<file path="src/rtl/vga_pkg.sv">
// vga_pkg: text-mode geometry, control codes and the built-in glyph table.
// The table covers 'A'..'C' in full and draws every other printable code as a box.
package vga_pkg;
   localparam int TEXT_COLS = 16;
   localparam int TEXT_ROWS = 16;
   localparam int CHAR_W = 8;
   localparam int CHAR_H = 16;
   localparam int CELLS = TEXT_COLS * TEXT_ROWS;
   localparam int LINE_W = $clog2(CHAR_H);
   localparam logic [7:0] ASCII_LF = 8'h0A;
   localparam logic [7:0] ASCII_BS = 8'h08;
   localparam logic [7:0] ASCII_FF = 8'h0C;
   localparam logic [7:0] ASCII_SPACE = 8'h20;
   localparam logic [63:0] GLYPH_A = 64'h183C_6666_7E66_6666;
   localparam logic [63:0] GLYPH_B = 64'h7C66_667C_6666_667C;
   localparam logic [63:0] GLYPH_C = 64'h3C66_6060_6060_663C;
   localparam logic [63:0] GLYPH_BOX = 64'h7E42_4242_4242_427E;

   // Glyph bodies occupy lines 2..9 of the 16-line cell; all other lines are blank.
   function automatic logic [CHAR_W-1:0] font_row(input logic [6:0] code, input logic [LINE_W-1:0] line);
      logic [63:0] g;
      logic [2:0] k;
      g = (code == 7'h41) ? GLYPH_A :
          (code == 7'h42) ? GLYPH_B :
          (code == 7'h43) ? GLYPH_C :
          (code > 7'h20 && code < 7'h7F) ? GLYPH_BOX : 64'd0;
      k = 3'(line - 4'd2);
      return (line >= 4'd2 && line <= 4'd9) ? g[CHAR_W*(7-k) +: CHAR_W] : '0;
   endfunction
endpackage

</file>
<file path="src/rtl/text_char_buffer_font_rom.sv">
// font_rom: 2048 x 8 glyph ROM addressed by {code[6:0], line[3:0]}, one-cycle registered output.
module font_rom
   import vga_pkg::*;
(
   input  logic              clk40MHz,
   input  logic              rst,
   input  logic [10:0]       addr,
   output logic [CHAR_W-1:0] pixel
);
   always_ff @(posedge clk40MHz)
      pixel <= rst ? '0 : font_row(addr[10:4], addr[3:0]);
endmodule

</file>
<file path="src/rtl/text_char_buffer.sv">
// text_char_buffer: 16x16 character store with a cursor-driven write port and a
// two-stage display read path (character RAM, then font ROM) feeding char_pixel.
module text_char_buffer
   import vga_pkg::*;
#(
   parameter logic [7:0] FILL_CHAR = ASCII_SPACE
) (
   input  logic              clk40MHz,
   input  logic              rst,
   input  logic [7:0]        char_xy,
   input  logic [LINE_W-1:0] char_line,
   output logic [CHAR_W-1:0] char_pixel,
   input  logic              wr_valid,
   input  logic [7:0]        wr_char,
   output logic              wr_ready,
   output logic [7:0]        cursor_xy,
   output logic              busy
);
   typedef enum logic {CLEAR, RUN} state_t;

   state_t state, state_n;
   logic [7:0] clr_cnt, clr_n, cursor_n, waddr, wdata;
   logic we;
   logic [6:0] code_q;
   logic [LINE_W-1:0] line_q;
   logic [7:0] ram [CELLS];

   assign wr_ready = state == RUN;
   assign busy = state == CLEAR;

   // Cursor arithmetic on the packed {row, col} byte gives the row carry and the
   // full-screen wrap in both directions for free.
   always_comb begin
      state_n = state;
      clr_n = clr_cnt;
      cursor_n = cursor_xy;
      we = 1'b0;
      waddr = cursor_xy;
      wdata = wr_char;
      if (state == CLEAR) begin
         we = 1'b1;
         waddr = clr_cnt;
         wdata = FILL_CHAR;
         clr_n = clr_cnt + 8'd1;
         state_n = (clr_cnt == 8'hFF) ? RUN : CLEAR;
      end else if (wr_valid) begin
         if (wr_char >= 8'h20 && wr_char <= 8'h7E) begin
            we = 1'b1;
            cursor_n = cursor_xy + 8'd1;
         end else if (wr_char == ASCII_LF) begin
            cursor_n = {cursor_xy[7:4] + 4'd1, 4'd0};
         end else if (wr_char == ASCII_BS) begin
            we = 1'b1;
            waddr = cursor_xy - 8'd1;
            wdata = ASCII_SPACE;
            cursor_n = cursor_xy - 8'd1;
         end else if (wr_char == ASCII_FF) begin
            cursor_n = '0;
            clr_n = '0;
            state_n = CLEAR;
         end
      end
   end

   always_ff @(posedge clk40MHz) begin
      if (rst) begin
         state <= CLEAR;
         clr_cnt <= '0;
         cursor_xy <= '0;
         code_q <= '0;
         line_q <= '0;
      end else begin
         state <= state_n;
         clr_cnt <= clr_n;
         cursor_xy <= cursor_n;
         code_q <= ram[char_xy][6:0];
         line_q <= char_line;
      end
   end

   // Read-first RAM: the display port samples the old contents on a colliding write.
   always_ff @(posedge clk40MHz)
      if (we && !rst) ram[waddr] <= wdata;

   font_rom u_font_rom (
      .clk40MHz(clk40MHz),
      .rst     (rst),
      .addr    ({code_q, line_q}),
      .pixel   (char_pixel)
   );
endmodule

</file>
<file path="config.mk">
export PLATFORM = sky130hd
export DESIGN_NAME = text_char_buffer
export DESIGN_NICKNAME = d
export VERILOG_FILES = /design/src/rtl/vga_pkg.sv /design/src/rtl/text_char_buffer_font_rom.sv /design/src/rtl/text_char_buffer.sv
export SDC_FILE = /design/constraint.sdc
export NUM_CORES = 2
export LEC_CHECK = 0
export CORE_MARGIN = 4
export CORE_UTILIZATION = 35
export CTS_BUF_LIST = sky130_fd_sc_hd__clkbuf_16
export DETAILED_ROUTE_END_ITERATION = 16
export PLACE_DENSITY = 0.45
export SLEW_MARGIN = 20
export SYNTH_ARGS = -nofsm -noshare
export SYNTH_HDL_FRONTEND = slang
export SYNTH_SLANG_ARGS = --single-unit
</file>
<file path="constraint.sdc">
create_clock -name clk40MHz -period 10.06 [get_ports clk40MHz]
set_input_delay 1.006 -clock clk40MHz [delete_from_list [all_inputs] [get_ports clk40MHz]]
set_output_delay 1.006 -clock clk40MHz [all_outputs]
set_load 0.1 [all_outputs]
</file>
==> results by stage <==
Clock tree:
- The clock root buffer is sky130_fd_sc_hd__clkbuf_16.
- The maximum level of the CTS H-tree is 4.
- After clock tree synthesis, the flow added hold-fix buffers numbering 0.
- Post-CTS timing repair inserted 0 buffers for setup.
- The clock-pin transition on the worst setup and hold timing paths is 0.06 ns.
- TritonCTS built the clock tree.
- Counting along the longest clock path gives a buffer depth of 3.
- Clock tree synthesis found a total of between 1.5k and 2k sinks.
- TritonCTS created roughly 190 clock buffers.
- The clock latency on the worst-skew pair is between 0.8 and 0.9 ns.
- Post-CTS repair changed the size of 0 cells.

Setup path:
- The worst setup path is captured at a flip-flop.
- In this run the worst path has a maximum fanout of 36.
- The cell at the slowest stage of the critical path is sky130_fd_sc_hd__nor3_1.
- The worst stage delay on the critical path is between 0.9 and 1 ns.
- The startpoint of the lowest-slack register-to-register path is cursor_xy[0].
- The required time at the worst-slack endpoint is approximately 10 ns.
- The critical path goes through clkdlybuf4s50_1, or4b_1, nor3_1, nand2b_1, inv_2, ha_1, nand4_1, a31o_2, nand2_4, buf_4, nor3_1.
- The beginning of the critical path is wr_char[4].
- Data arrives at the worst endpoint at between 5 and 6 ns.
- The startpoint type of the worst setup path is a primary input.
- By startpoint and endpoint, the worst setup path is classified as in2reg.
- The most prevalent standard cell on the critical path is sky130_fd_sc_hd__nor3_1.

Timing:
- Setup repair after global routing left no endpoint under its margin.
- The worst clock skew is ~0.044 ns.
- The sum of negative setup slack is 0 ns.
- The final-report max-slew violation count is 0.
- Headroom to the max-slew limit came out at between 20% and 30%.
- The final hold violation count is 0.
- The post-layout minimum cycle time is approximately 5.3 ns.
- The portion of the clock cycle consumed by the worst path in the final layout is a little over half.
- At the pin with the least slew margin, the transition time is between 1 and 1.5 ns.
- Setup violations remaining at the end of the flow were counted as 0.
- The achievable clock frequency is between 0.15 and 0.2 GHz.

Cells and area:
- For this run, the post-layout net count is approximately 3.7k.
- Relative to the synthesized area, the layout overhead comes to 14.00%.
- The proportion of layout cells with a drive suffix above 1 is 23.76%.
- Once layout is complete, the cells apart from fillers number 6482.
- The finished cells cover just over 80000 µm².

Logic synthesis:
- The most repeated cell in the gate-level netlist after synthesis is sky130_fd_sc_hd__edfxtp_1.
- The post-synthesis share of cell area spent on xor and xnor gates is less than 1%.
- In this run the cell area of the synthesized design comes to approximately 72000 µm².
- In the synthesized netlist, the cells that appear most often are 1792 x sky130_fd_sc_hd__edfxtp_1, 439 x sky130_fd_sc_hd__mux4_2, 174 x sky130_fd_sc_hd__nor2_1.
- The number of unique standard cell types used by synthesis is between 70 and 80.
- The main combinational cell family by area after synthesis is multiplexers.
- The adder-cell share of the synthesized area is 0.1045%.
- Dividing the synthesized area by the synthesized cell count gives 20.35 µm².
- In the synthesized netlist the dominant register cell turns out to be sky130_fd_sc_hd__edfxtp_1.
- The Yosys step of the flow raised 0 warnings.
- Sequential elements use approximately three quarters of the synthesized area.
- The flip-flop and latch count after synthesis is ~1.8k.
- Summing the areas of all compound-gate instances in the mapped netlist gives between 3 and 4% of the synthesized area.
- The count of mapped cells out of synthesis is between 3k and 4k.
- The largest area contributor in the synthesized netlist is sky130_fd_sc_hd__edfxtp_1.
- Yosys attributes the largest share of cell area to sky130_fd_sc_hd__edfxtp_1 75%, sky130_fd_sc_hd__mux4_2 14%, sky130_fd_sc_hd__mux2i_1 1.3%.
- Counting flops with an async set or reset pin after synthesis yields a share of 0%.
- In the synthesized netlist, mux cells make up 15.59% of the area.
- Counting flops with a built-in enable in the synthesized netlist gives between 1.5k and 2k.
- The area share of the largest cell type after synthesis is 74.93%.
- The area share of and/or/nand/nor cells after synthesis is under 10%.

Floorplanning:
- The area of the die is about 210000 µm².
- For this configuration, the core starts out at a cell density of 35.14%.
- The total number of placement rows is roughly 170.
- The overall die height is around 460 µm.
- The width of the chip is 461.0 µm.
- 41 I/O pins were placed.
- The core footprint is 204400 µm².

Global route:
- The first global-routing pass estimated 287000 µm of wire.
- The number of global-route vias before repair is 36.80k.
- The initial antenna violation count is 4.
- The total overflow left after global routing is 0.
- For this run, the total global-route usage over all layers was measured as a little under a fifth.
- Entering global routing, the biggest net connects approximately 180 pins.

Detailed routing:
- The number of routed nets with antenna violations is 0.
- The total wire length after detailed routing is 202200 µm.
- The first TritonRoute pass finished after 5 iterations.
- Dividing the detail-routed via count by the number of cells gives about 5.5.
- The average routed wire per standard cell is approximately 31 µm.
- The DRC violation total after the first TritonRoute iteration is approximately 3.8k.
- The DRC violation count after routing is 0.
- Across all layers, the routed design uses 35.77k vias.

Placement:
- At the end of routability-driven placement, the weighted congestion stood at 0.7720.
- The HPWL after detailed placement is about 120000 µm.
- The post-detailed-placement cell area is around 76000 µm².
- The count of buffers inserted at the top-level ports is 38.
- The number of instances in the placed design is approximately 6k.

Job:
- The total of max-cap violations is 0.

Power and ir drop:
- Across the VDD grid, the largest voltage drop is about 170 µV.
- The ratio of total power to cell area is about 200 nW/µm².
- The analysis attributes to cell leakage a power of 26.21 nW.

Min path:
- The type of the tightest min-delay check is reg2reg.
- In this run the most critical hold path is launched from clr_cnt[4].

Status:
- The run finished with clean final reports.
## worst paths after layout
check,depth (start not counted),to,slack [ns]
worst max-delay path,11,ram[243][4],4.74
worst min-delay path,2,clr_cnt[4],0.52
worst max register to register,8,ram[31][4],5.32
worst min register to register,2,clr_cnt[4],0.52
## registers in the layout, summed over array words and instances, names as in the netlist
signal,cells
line_q,4
u_font_rom.pixel,5
clr_cnt,8
code_q,7
wr_ready,1
ram,1792
cursor_xy,8
## placed cells by master, fill, tap and decap left out, types with 13 or more instances in the layout
| master | synthesis | routed |
|---|---|---|
| sky130_fd_sc_hd__clkinv_1 | 2 | 50 |
| sky130_fd_sc_hd__mux2_2 | 32 | 32 |
| sky130_fd_sc_hd__nand2_1 | 95 | 93 |
| sky130_fd_sc_hd__o22ai_1 | 28 | 28 |
| sky130_fd_sc_hd__clkdlybuf4s50_1 | 0 | 32 |
| sky130_fd_sc_hd__mux4_2 | 439 | 439 |
| sky130_fd_sc_hd__a21oi_1 | 65 | 65 |
| sky130_fd_sc_hd__inv_1 | 9 | 51 |
| sky130_fd_sc_hd__a311oi_1 | 13 | 13 |
| sky130_fd_sc_hd__nor2b_1 | 15 | 13 |
| sky130_fd_sc_hd__nand3_1 | 26 | 26 |
| sky130_fd_sc_hd__a22oi_1 | 46 | 46 |
| sky130_fd_sc_hd__nor3_2 | 0 | 29 |
| sky130_fd_sc_hd__nor3_1 | 143 | 114 |
| sky130_fd_sc_hd__dfxtp_1 | 33 | 33 |
| sky130_fd_sc_hd__o221ai_1 | 33 | 33 |
| sky130_fd_sc_hd__mux2i_1 | 95 | 95 |
| sky130_fd_sc_hd__clkbuf_16 | 0 | 198 |
| sky130_fd_sc_hd__buf_4 | 11 | 83 |
| sky130_fd_sc_hd__nand4_1 | 38 | 38 |
| sky130_fd_sc_hd__clkinv_2 | 0 | 37 |
| sky130_fd_sc_hd__nor2_1 | 174 | 172 |
| sky130_fd_sc_hd__bufinv_16 | 0 | 18 |
| sky130_fd_sc_hd__o21ai_0 | 41 | 41 |
| sky130_fd_sc_hd__edfxtp_1 | 1792 | 1792 |
## metal layers
| layer | global-route usage (%) | vias up | share of wire (%) |
|---|---|---|---|
| li1 | - | 15030 | - |
| met1 | 27.61 | 19430 | 45 |
| met2 | 30.08 | 1086 | 47 |
| met3 | 3.103 | 220 | 5.5 |
| met4 | 4.663 | 0 | 2.1 |
| met5 | 0 | - | 0 |
## per-stage QoR
step           util (%)  power, mW  setup slack (ns)  hold WS, ns
6_report          40.06      15.92             4.740       0.5191
5_1_grt           40.06      16.46             4.516       0.5520
4_1_cts           40.00      16.10             4.845       0.5231
3_5_place_dp      36.95      9.079             3.918       0.5141
3_3_place_gp      36.94      9.079             4.087       0.4945
2_1_floorplan         -      8.809            0.2530       0.4715
## report_power, final
part | switching (mW) | internal [mW]
clock network | 2.99 | 4.02
registers | 0.0122 | 8.23
logic | 0.423 | 0.247
## worst max-delay path: cells and delay by family
| family | cells | cell delay (ns) |
|---|---|---|
| simple gates | 6 | 2.90 |
| fa+ha+maj | 1 | 0.25 |
| compound gates | 1 | 0.25 |
| buf+inv | 3 | 1.26 |
## kinds of logic (layout without fill, tap and decap cells)
group,count (synthesis),count (layout)
AO/OA/AOI/OAI,313,313
XOR/XNOR,8,8
adder cells (fa/ha/maj),6,6
buffers and inverters,241,503
flip-flops,1825,1825
multiplexers,566,566
other,1,4
AND/OR/NAND/NOR,569,569
## final cells by class
| class | instances | area (µm²) |
|---|---|---|
| clock buffer | 198 | 4955 |
| timing repair buffer | 130 | 1204 |
| fill | 18200 | 122500 |
| antenna | 2 | 5.005 |
| multi-input combinational | 1464 | 16540 |
| inverter | 13 | 53.80 |
| clock inverter | 162 | 1274 |
| sequential | 1825 | 54470 |
| tap | 2688 | 3363 |
(Power assumes the default switching activity.)
